[src/rtl/alu_pkg.sv]
// alu_pkg: opcode encodings and FSM state type shared by the sequential ALU.
package alu_pkg;
    localparam logic [4:0] OP_ADD  = 5'b00001;
    localparam logic [4:0] OP_SUB  = 5'b00010;
    localparam logic [4:0] OP_MUL  = 5'b00011;
    localparam logic [4:0] OP_DIV  = 5'b00100;
    localparam logic [4:0] OP_AND  = 5'b00101;
    localparam logic [4:0] OP_OR   = 5'b00110;
    localparam logic [4:0] OP_NEG  = 5'b00111;
    localparam logic [4:0] OP_NOT  = 5'b01000;
    localparam logic [4:0] OP_SHRA = 5'b01001;
    localparam logic [4:0] OP_SHL  = 5'b01010;
    localparam logic [4:0] OP_SHR  = 5'b01011;
    localparam logic [4:0] OP_ROL  = 5'b01110;
    localparam logic [4:0] OP_ROR  = 5'b01111;

    typedef enum logic [1:0] {IDLE, RUN, DONE} state_t;
endpackage

[src/rtl/seq_muldiv_core.sv]
// seq_muldiv_core: iterative signed radix-2 Booth multiplier and, with SEQ_ALU_DIV_EN, non-restoring divider.
module seq_muldiv_core
    import alu_pkg::*;
#(
    parameter int WIDTH = 32,
    parameter int CW    = $clog2(WIDTH)
) (
    input  logic               clk,
    input  logic               clr,
    input  logic               load,
    input  logic               is_div,
    input  logic [WIDTH-1:0]   a,
    input  logic [WIDTH-1:0]   b,
    output logic               complete,
    output logic [2*WIDTH-1:0] result
);
    logic [CW-1:0]      cnt;
    logic               active, div_q, m_q1;
    logic [WIDTH:0]     m_hi, m_sum, m_hi_nx;
    logic [WIDTH-1:0]   m_lo, m_lo_nx, mcand;
    logic [2*WIDTH-1:0] prod;

    assign complete = active && cnt == CW'(WIDTH - 1);
    // Booth pair {Q0, Q-1}: 10 subtracts, 01 adds; hi carries one guard bit so M = -2^(W-1) cannot overflow
    assign m_sum   = (m_lo[0] && !m_q1) ? m_hi - {mcand[WIDTH-1], mcand}
                   : (!m_lo[0] && m_q1) ? m_hi + {mcand[WIDTH-1], mcand} : m_hi;
    assign m_hi_nx = {m_sum[WIDTH], m_sum[WIDTH:1]};
    assign m_lo_nx = {m_sum[0], m_lo[WIDTH-1:1]};
    assign prod    = {m_hi_nx[WIDTH-1:0], m_lo_nx};

    always_ff @(posedge clk or negedge clr) begin
        if (!clr) begin
            cnt    <= '0;
            active <= 1'b0;
            div_q  <= 1'b0;
            m_hi   <= '0;
            m_lo   <= '0;
            m_q1   <= 1'b0;
            mcand  <= '0;
        end else if (load) begin
            cnt    <= '0;
            active <= 1'b1;
            div_q  <= is_div;
            m_hi   <= '0;
            m_lo   <= b;
            m_q1   <= 1'b0;
            mcand  <= a;
        end else if (active) begin
            cnt    <= cnt + 1'b1;
            active <= !complete;
            m_hi   <= m_hi_nx;
            m_lo   <= m_lo_nx;
            m_q1   <= m_lo[0];
        end
    end

`ifdef SEQ_ALU_DIV_EN
    logic [WIDTH+1:0] d_r, d_rs, d_rn;
    logic [WIDTH-1:0] d_q, d_qn, d_den, d_rem;
    logic             d_negq, d_negr;

    // Magnitudes are divided unsigned; signs are restored on the way out so the quotient truncates toward zero
    assign d_rs  = {d_r[WIDTH:0], d_q[WIDTH-1]};
    assign d_rn  = d_r[WIDTH+1] ? d_rs + {2'b00, d_den} : d_rs - {2'b00, d_den};
    assign d_qn  = {d_q[WIDTH-2:0], ~d_rn[WIDTH+1]};
    assign d_rem = d_rn[WIDTH+1] ? d_rn[WIDTH-1:0] + d_den : d_rn[WIDTH-1:0];
    assign result = div_q ? {d_negr ? -d_rem : d_rem, d_negq ? -d_qn : d_qn} : prod;

    always_ff @(posedge clk or negedge clr) begin
        if (!clr) begin
            d_r    <= '0;
            d_q    <= '0;
            d_den  <= '0;
            d_negq <= 1'b0;
            d_negr <= 1'b0;
        end else if (load) begin
            d_r    <= '0;
            d_q    <= a[WIDTH-1] ? -a : a;
            d_den  <= b[WIDTH-1] ? -b : b;
            d_negq <= a[WIDTH-1] ^ b[WIDTH-1];
            d_negr <= a[WIDTH-1];
        end else if (active && div_q) begin
            d_r    <= d_rn;
            d_q    <= d_qn;
        end
    end
`else
    assign result = div_q ? '0 : prod;
`endif
endmodule

[src/rtl/seq_alu.sv]
// seq_alu: multi-cycle ALU; single-cycle ops inline, MUL/DIV iterated in seq_muldiv_core.
// Divider is built only when SEQ_ALU_DIV_EN is defined; otherwise opcode 00100 is illegal.
module seq_alu
    import alu_pkg::*;
#(
    parameter int WIDTH = 32,
    parameter int SHW   = $clog2(WIDTH)
) (
    input  logic               clk,
    input  logic               clr,
    input  logic               start,
    input  logic [4:0]         opcode,
    input  logic [WIDTH-1:0]   A,
    input  logic [WIDTH-1:0]   B,
    output logic               busy,
    output logic               done,
    output logic [2*WIDTH-1:0] C_register,
    output logic               div_zero,
    output logic               illegal
);
    state_t                    state, state_nx;
    logic                      accept, is_div, is_muldiv, legal, dz, complete, big;
    logic [SHW-1:0]            sh, rot;
    logic [WIDTH-1:0]          lo;
    logic signed [WIDTH-1:0]   sra;
    logic [2*WIDTH-1:0]        single_res, core_res;

`ifdef SEQ_ALU_DIV_EN
    assign is_div = opcode == OP_DIV;
`else
    assign is_div = 1'b0;
`endif
    // Divide by zero is resolved in one cycle and never enters the core
    assign is_muldiv  = opcode == OP_MUL || (is_div && B != '0);
    assign accept     = state == IDLE && start;
    assign big        = B >= WIDTH'(WIDTH);
    assign sh         = B[SHW-1:0];
    assign rot        = SHW'(B % WIDTH'(WIDTH));
    assign sra        = $signed(A) >>> sh;
    assign single_res = dz ? {A, {WIDTH{1'b1}}} : {{WIDTH{1'b0}}, lo};

    always_comb begin
        lo    = '0;
        legal = 1'b1;
        dz    = 1'b0;
        case (opcode)
            OP_ADD:  lo = A + B;
            OP_SUB:  lo = A - B;
            OP_MUL:  ;
`ifdef SEQ_ALU_DIV_EN
            OP_DIV:  dz = B == '0;
`endif
            OP_AND:  lo = A & B;
            OP_OR:   lo = A | B;
            OP_NEG:  lo = -B;
            OP_NOT:  lo = ~B;
            OP_SHRA: lo = big ? {WIDTH{A[WIDTH-1]}} : sra;
            OP_SHL:  lo = big ? '0 : A << sh;
            OP_SHR:  lo = big ? '0 : A >> sh;
            OP_ROL:  lo = (A << rot) | (A >> (WIDTH - int'(rot)));
            OP_ROR:  lo = (A >> rot) | (A << (WIDTH - int'(rot)));
            default: legal = 1'b0;
        endcase
    end

    always_comb begin
        state_nx = state;
        busy     = state != IDLE;
        done     = state == DONE;
        case (state)
            IDLE:    state_nx = start ? (is_muldiv ? RUN : DONE) : IDLE;
            RUN:     state_nx = complete ? DONE : RUN;
            default: state_nx = IDLE;
        endcase
    end

    always_ff @(posedge clk or negedge clr) begin
        if (!clr) begin
            state      <= IDLE;
            C_register <= '0;
            div_zero   <= 1'b0;
            illegal    <= 1'b0;
        end else begin
            state <= state_nx;
            if (accept) begin
                div_zero <= dz;
                illegal  <= !legal;
                if (!is_muldiv)
                    C_register <= single_res;
            end else if (state == RUN && complete) begin
                C_register <= core_res;
            end
        end
    end

    seq_muldiv_core #(.WIDTH(WIDTH)) u_core (
        .clk      (clk),
        .clr      (clr),
        .load     (accept && is_muldiv),
        .is_div   (is_div),
        .a        (A),
        .b        (B),
        .complete (complete),
        .result   (core_res)
    );
endmodule

[config.mk]
export PLATFORM = sky130hd
export DESIGN_NAME = seq_alu
export DESIGN_NICKNAME = d
export VERILOG_FILES = /design/src/rtl/alu_pkg.sv /design/src/rtl/seq_muldiv_core.sv /design/src/rtl/seq_alu.sv
export SDC_FILE = /design/constraint.sdc
export NUM_CORES = 1
export LEC_CHECK = 0
export BUFFER_PORTS_ARGS = -buffer_cell sky130_fd_sc_hd__buf_2
export CORE_MARGIN = 10
export CORE_UTILIZATION = 30
export CTS_CLUSTER_DIAMETER = 200
export DETAILED_ROUTE_END_ITERATION = 7
export PLACE_DENSITY = 0.46
export SYNTH_ARGS = -nofsm -noshare
export SYNTH_HDL_FRONTEND = slang
export SYNTH_HIERARCHICAL = 1
export SYNTH_SLANG_ARGS = --single-unit
[constraint.sdc]
create_clock -name clk -period 5.65 [get_ports clk]
set_clock_uncertainty 0.2 [all_clocks]
set_input_delay 0.8475 -clock clk [delete_from_list [all_inputs] [get_ports clk]]
set_output_delay 0.8475 -clock clk [all_outputs]
set_load 0.005 [all_outputs]
==> impl_metrics.csv, run 1 <==
group,metric,value,unit
outcome,outcome,"finished, final reports clean",
routing,drtPass1Iterations,6,
place,pre_cts_ws,0.5906,ns
synth,synth-edff-count,0,
clocking,cts_setup_buffers,0,
synth,yosysSeqAreaShare,16.72,%
worst_setup_path,crit_type,"in2reg",
synth,yosys.area.top_type,"dfrtp_1",
clocking,cts_buffers,17,
synth,ys.flop_type,"dfrtp_1",
global_routing,grt_max_degree,116,
floorplanning,start_util,30.15,%
routing,wl_per_cell,33.38,um
pwr,p_leak,11.92,nW
global_routing,grt_use_total,29.78,%
clocking,clk_pin_slew,0.08,ns
worst_setup_path,critPathRequiredTime,5.84,ns
synth,ys_warn_count,6,
routing,ant_nets,0,
sta,fmax,212.0,MHz
finish,final_cell_mix,"nor2_1 (364), nand2_1 (323), a21oi_1 (260)",
finish,drive_gt1_share,15.86,%
synth,ys_ff_latch,171,
sta,timing.slew.headroom,28.23,%
sta,period_needed,4.718,ns
place,gp_congestion,1.078,
place,io_buffer_count,138,
synth,syn-cell-area,0.02559,sq mm
sta,finalSetupViolations,0,
finish,fin_nets,3639,
finish,final_common_cell,"nor2_1",
clocking,post_cts_resized,0,
global_routing,grt_pass1_wl,212.8,mm
sta,layout_setup_ws,0.9325,ns
synth,synthArstFlopShare,100.0,%
worst_setup_path,startpoint_type,"primary input",
routing,drt-total-wl,152.0,mm
clocking,cts_hold_buf,0,
floorplanning,fp.dieH,312.1,um
floorplanning,die_area,0.09739,sq mm
synth,synth_cells,3353,
global_routing,antenna_found_initial,13,
floorplanning,num_rows,107,
global_routing,grt_pass1_vias,27390,
clocking,clock_sinks,171,
pwr,power,10.17,mW
clocking,root_buffer,"clkbuf_16",
finish,postLayoutCoreUtil,33.66,%
routing,drc,0,
job,drv_cap,0,
synth,synth_top_area_share,16.72,%
sta,rsz0062_at_grt,"no",
sta,finalHoldViolCount,0,
clocking,insertion_delay,0.51,ns
floorplanning,die_x,312.1,um
synth,synth_cell_types,108,
synth,synth_area_leaders,"dfrtp_1 (17%), mux4_2 (9.3%), ha_1 (8.4%)",
pwr,power_density,356.1,mW/mm^2
routing,avgViaCountPerCell,6.404,
place,dpl.hpwl,117.3,mm
sta,setup_tns,0,ns
worst_setup_path,critPathArrivalTime,4.90,ns
worst_setup_path,cp-end-kind,"flop",
finish,syn2layout_area_growth,11.64,%
floorplanning,io_pins,140,
synth,avgSynthCellArea,7.633,sq um
clocking,clock_tree.buffer_depth,2,
clocking,htree_levels,4,
floorplanning,core_area,0.08488,sq mm
pwr,peakVddDrop,0.0002698,V
routing,drt_iter0_drc,3579,
sta,min_period_over_period,83.50,%
clocking,cts_tree,"built",
global_routing,grt_overflow_total,0,
sta,worstMarginPinSlew,1.065,ns
sta,finalMaxSlewViolations,0,
worst_setup_path,crit_fanout,37,
routing,vias,29170,
finish,nFillCells,9255,
hold_path,hold_class,"in2async",
[logic make-up (layout without fill, tap and decap cells)]
group / Yosys count / in the layout / share of synthesized area [%]
flip-flops: 171 / 171 / 16.72
adder cells (fa/ha/maj): 175 / 175 / 8.673
other: 1 / 7 / 0.01465
XOR/XNOR: 60 / 60 / 2.053
buffers and inverters: 433 / 484 / 6.688
AO/OA/AOI/OAI: 1078 / 1078 / 28.08
AND/OR/NAND/NOR: 1145 / 1145 / 21.11
multiplexers: 290 / 290 / 16.66
[metrics by stage]
stage                     hold WS (ns)  instances  instance area (sq um)
final                           0.2267       4554                  28570
after global routing            0.2878       4549                  28560
after CTS                       0.2390       4549                  28560
after detailed placement        0.2758       4517                  27990
after global placement          0.2767       4517                  27990
after floorplan                 0.2690       3354                  25600
[registers in the layout, summed over array words and instances, names as in the netlist]
name	cells
C_register	64
u_core/m_hi	32
u_core/m_lo	32
u_core/mcand	32
u_core/cnt	5
state	2
illegal	1
u_core/active	1
u_core/div_q	1
u_core/m_q1	1
[cell type report]
cell class / instances / area, sq um / area share [%]
inverter: 158 / 593.1 / 2.076
timing repair buffer: 294 / 1982 / 6.937
antenna: 5 / 12.51 / 0.04379
tap: 1144 / 1431 / 5.010
clock inverter: 13 / 121.4 / 0.4248
multi-input combinational: 2750 / 19700 / 68.96
sequential: 171 / 4284 / 14.99
clock buffer: 19 / 442.9 / 1.550
[worst max-delay path, cell delays in order]
cell and delay [ns]:
buf_6 0.31, clkinv_1 0.16, ha_2 0.47, buf_12 0.26
mux4_2 0.34, o21ai_0 0.61, mux2i_1 0.25, nand2_1 0.12
o311ai_0 0.24, nor4_1 0.91, buf_4 0.27, a21oi_1 0.07
[routing by layer]
layer / share of wire [%] / GRT usage [%] / vias to the layer above
met1: 40 / 37.51 / 14470
met3: 9.3 / 7.214 / 375
met5: 0.079 / 0.7897 / -
met4: 6.5 / 17.40 / 12
met2: 44 / 45.87 / 1738
li1: - / - / 12570
[worst paths after layout]
check / from / end / slack [ns] / depth (start not counted)
max in group asynchronous: clr / C_register[6] / 3.96 / 2
min reg2reg: C_register[58] / C_register[58] / 0.29 / 1
min: clr / C_register[41] / 0.23 / 1
min in group clk: C_register[58] / C_register[58] / 0.29 / 1
max reg2reg: u_core/m_hi[0] / C_register[57] / 1.32 / 14
max: B[0] / C_register[18] / 0.93 / 12
[synth_stat cells (all sizes together), types with 30 or more instances]
cell      n
nand3    68
o211ai   45
nand4    32
a31oi    36
dfrtp   171
nand2   323
nor3     63
inv     155
a211oi   63
o22ai    72
ha      171
and3     39
nor4     45
xnor2    37
buf      73
a21o     30
mux4    106
mux2i   156
nor2    370
a21oi   262
clkbuf  202
a22o     36
nor2b    63
o21ai   240
[power by group]
group	leakage, nW	total (mW)	internal [mW]	switching (mW)
sequential	2.08	1.97	1.59	0.382
combinational	9.55	6.96	2.42	4.54
clock	0.282	1.25	0.593	0.653
(Power assumes the default switching activity.)
==> inputs of run 2 (changes only) <==
--- a/config.mk
+++ b/config.mk
@@ -5,6 +5,7 @@
 export SDC_FILE = /design/constraint.sdc
 export NUM_CORES = 1
 export LEC_CHECK = 0
+export ABC_AREA = 1
 export BUFFER_PORTS_ARGS = -buffer_cell sky130_fd_sc_hd__buf_2
 export CORE_MARGIN = 10
 export CORE_UTILIZATION = 30
==> constraint.sdc (replaced) <==
create_clock -name clk -period 4.5 [get_ports clk]
set_clock_uncertainty 0.2 [all_clocks]
set_input_delay 0.675 -clock clk [delete_from_list [all_inputs] [get_ports clk]]
set_output_delay 0.675 -clock clk [all_outputs]
set_load 0.005 [all_outputs]
==> impl_metrics.csv, run 2 <==
group,metric,value,unit
sta,setup_tns,0,ns
floorplanning,fp.dieH,321.3,um
global_routing,grt_use_total,31.30,%
synth,synth_cells,5030,
synth,ys.flop_type,"dfrtp_1",
global_routing,grt_pass1_vias,32780,
clocking,clock_tree.buffer_depth,2,
floorplanning,io_pins,140,
synth,yosys-top-cells-count,"nand2_1 (1681), nand3_1 (873), inv_1 (604)",
synth,syn-cell-area,0.02723,sq mm
routing,drt-total-wl,166.4,mm
place,gp_congestion,1.057,
job,drv_cap,0,
routing,drt_iter0_drc,4223,
worst_setup_path,cp-end-kind,"flop",
sta,finalMaxSlewViolations,0,
clocking,insertion_delay,0.51,ns
clocking,clock_sinks,171,
global_routing,grt_overflow_total,0,
global_routing,grt_max_degree,93,
clocking,root_buffer,"clkbuf_16",
floorplanning,die_x,321.3,um
pwr,p_leak,16.31,nW
clocking,cts_buffers,17,
finish,final_common_cell,"nand2_1",
routing,wl_per_cell,26.51,um
floorplanning,core_area,0.09001,sq mm
worst_setup_path,crit_type,"in2reg",
finish,drive_gt1_share,8.732,%
finish,top_register,"C_register",
place,dpl.hpwl,133.7,mm
synth,ys_warn_count,6,
synth,synth-edff-count,0,
clocking,clk_pin_slew,0.08,ns
synth,synthArstFlopShare,100.0,%
sta,finalHoldViolCount,0,
global_routing,antenna_found_initial,10,
routing,vias,34930,
pwr,peakVddDrop,0.0002764,V
sta,period_needed,3.935,ns
floorplanning,die_area,0.1032,sq mm
synth,synth_top_area_share,23.17,%
sta,worstMarginPinSlew,1.036,ns
place,pre_cts_ws,0.2297,ns
pwr,power_density,446.7,mW/mm^2
synth,yosysMostFrequentCell,"nand2_1",
synth,yosysSeqAreaShare,15.72,%
synth,avgSynthCellArea,5.413,sq um
sta,fmax,254.1,MHz
routing,avgViaCountPerCell,5.565,
synth,synth_cell_types,53,
synth,yosys.area.top_type,"nand2_1",
hold_path,hold_class,"in2async",
synth,ys_ff_latch,171,
routing,ant_nets,0,
finish,fin_nets,5330,
place,io_buffer_count,138,
routing,drtPass1Iterations,7,
global_routing,grt_pass1_wl,237.0,mm
sta,timing.slew.headroom,30.95,%
synth,synth_area_leaders,"nand2_1 (23%), nand3_1 (16%), dfrtp_1 (16%)",
clocking,htree_levels,4,
floorplanning,num_rows,110,
finish,final_cell_mix,"nand2_1 (1678), nand3_1 (873), inv_1 (601)",
outcome,outcome,"finished, final reports clean",
clocking,cts_hold_buf,0,
sta,finalSetupViolations,0,
sta,min_period_over_period,87.45,%
clocking,cts_tree,"built",
finish,postLayoutCoreUtil,33.32,%
clocking,post_cts_resized,0,
finish,largest_register_ffs,64,
finish,syn2layout_area_growth,10.16,%
worst_setup_path,startpoint_type,"primary input",
worst_setup_path,critPathArrivalTime,4.16,ns
worst_setup_path,critPathRequiredTime,4.72,ns
worst_setup_path,crit_fanout,19,
clocking,cts_setup_buffers,0,
sta,hold_ws,0.06613,ns
routing,drc,0,
floorplanning,start_util,30.25,%
sta,layout_setup_ws,0.5646,ns
sta,rsz0062_at_grt,"no",
run 2: changes by cell type in the layout (fill, tap and decap cells not counted), moves of 62 or more:
cell / before / now
nand2_1: 323 / 1678
nand3_1: 68 / 873
inv_1: 152 / 601
mux2i_1: 156 / 0
mux4_2: 106 / 0
nor2_1: 364 / 439
nor2b_1: 62 / 0
run 2: power by group:
| group | switching [mW] | total (mW) | internal [mW] | leakage [nW] |
|---|---|---|---|---|
| sequential | 0.528 | 2.61 | 2.09 | 2.10 |
| combinational | 6.51 | 9.19 | 2.68 | 13.9 |
| clock | 0.803 | 1.59 | 0.787 | 0.285 |
| total | 7.84 | 13.4 | 5.55 | 16.3 |
run 2: final cells by class:
type / instances / area [sq um]
timing repair buffer: 255 / 1728
clock buffer: 18 / 429.2
fill: 10540 / 60020
multi-input combinational: 3998 / 19520
tap: 1176 / 1471
inverter: 640 / 2404
sequential: 171 / 4280
antenna: 4 / 10.01
clock inverter: 14 / 153.9
run 2: final timing paths:
check | startpoint | to | slack [ns] | cells past startpoint
min in group clk | state[1] | state[0] | 0.25 | 1
min reg2reg | state[1] | state[0] | 0.25 | 1
max | opcode[0] | C_register[30] | 0.56 | 18
max reg2reg | u_core/m_hi[0] | C_register[45] | 1.40 | 15
min | clr | u_core/m_hi[13] | 0.07 | 1
max in group asynchronous | clr | C_register[31] | 3.08 | 2
run 2: worst max-delay path: stages:
cell and delay (ns):
buf_2 0.22, nand2_1 0.21, inv_1 0.14, nand3_2 0.41, buf_4 0.40, nand2_1 0.08
inv_1 0.04, ha_1 0.37, nand2_1 0.14, nor2_1 0.17, inv_1 0.09, nor3_1 0.31
nand3_1 0.19, nand3_1 0.12, nand3_1 0.18, nand4_1 0.16, nand2_1 0.07, a21oi_1 0.15
run 2: logic make-up after synthesis:
family,share of synthesized area [%]
simple gates,51.39
buf+inv,12.74
compound gates,11.57
fa+ha+maj,8.152
flops,15.72
xor+xnor,0.4182
other cells,0.01377
run 2: metrics by stage:
step | total power, mW | area [sq um] | cells
after detailed placement | 11.67 | 29400 | 6240
after global routing | 14.50 | 29990 | 6272
after floorplan | 8.451 | 27230 | 5031
final | 13.40 | 30000 | 6276
after CTS | 13.31 | 29990 | 6272
after global placement | 11.67 | 29400 | 6240
run 2: metal layers:
metal / track usage [%] / wire, um
met2: 49.13 / 72770
met4: 18.42 / 11390
met1: 40.42 / 68470
met5: 0 / 68
met3: 4.490 / 13690
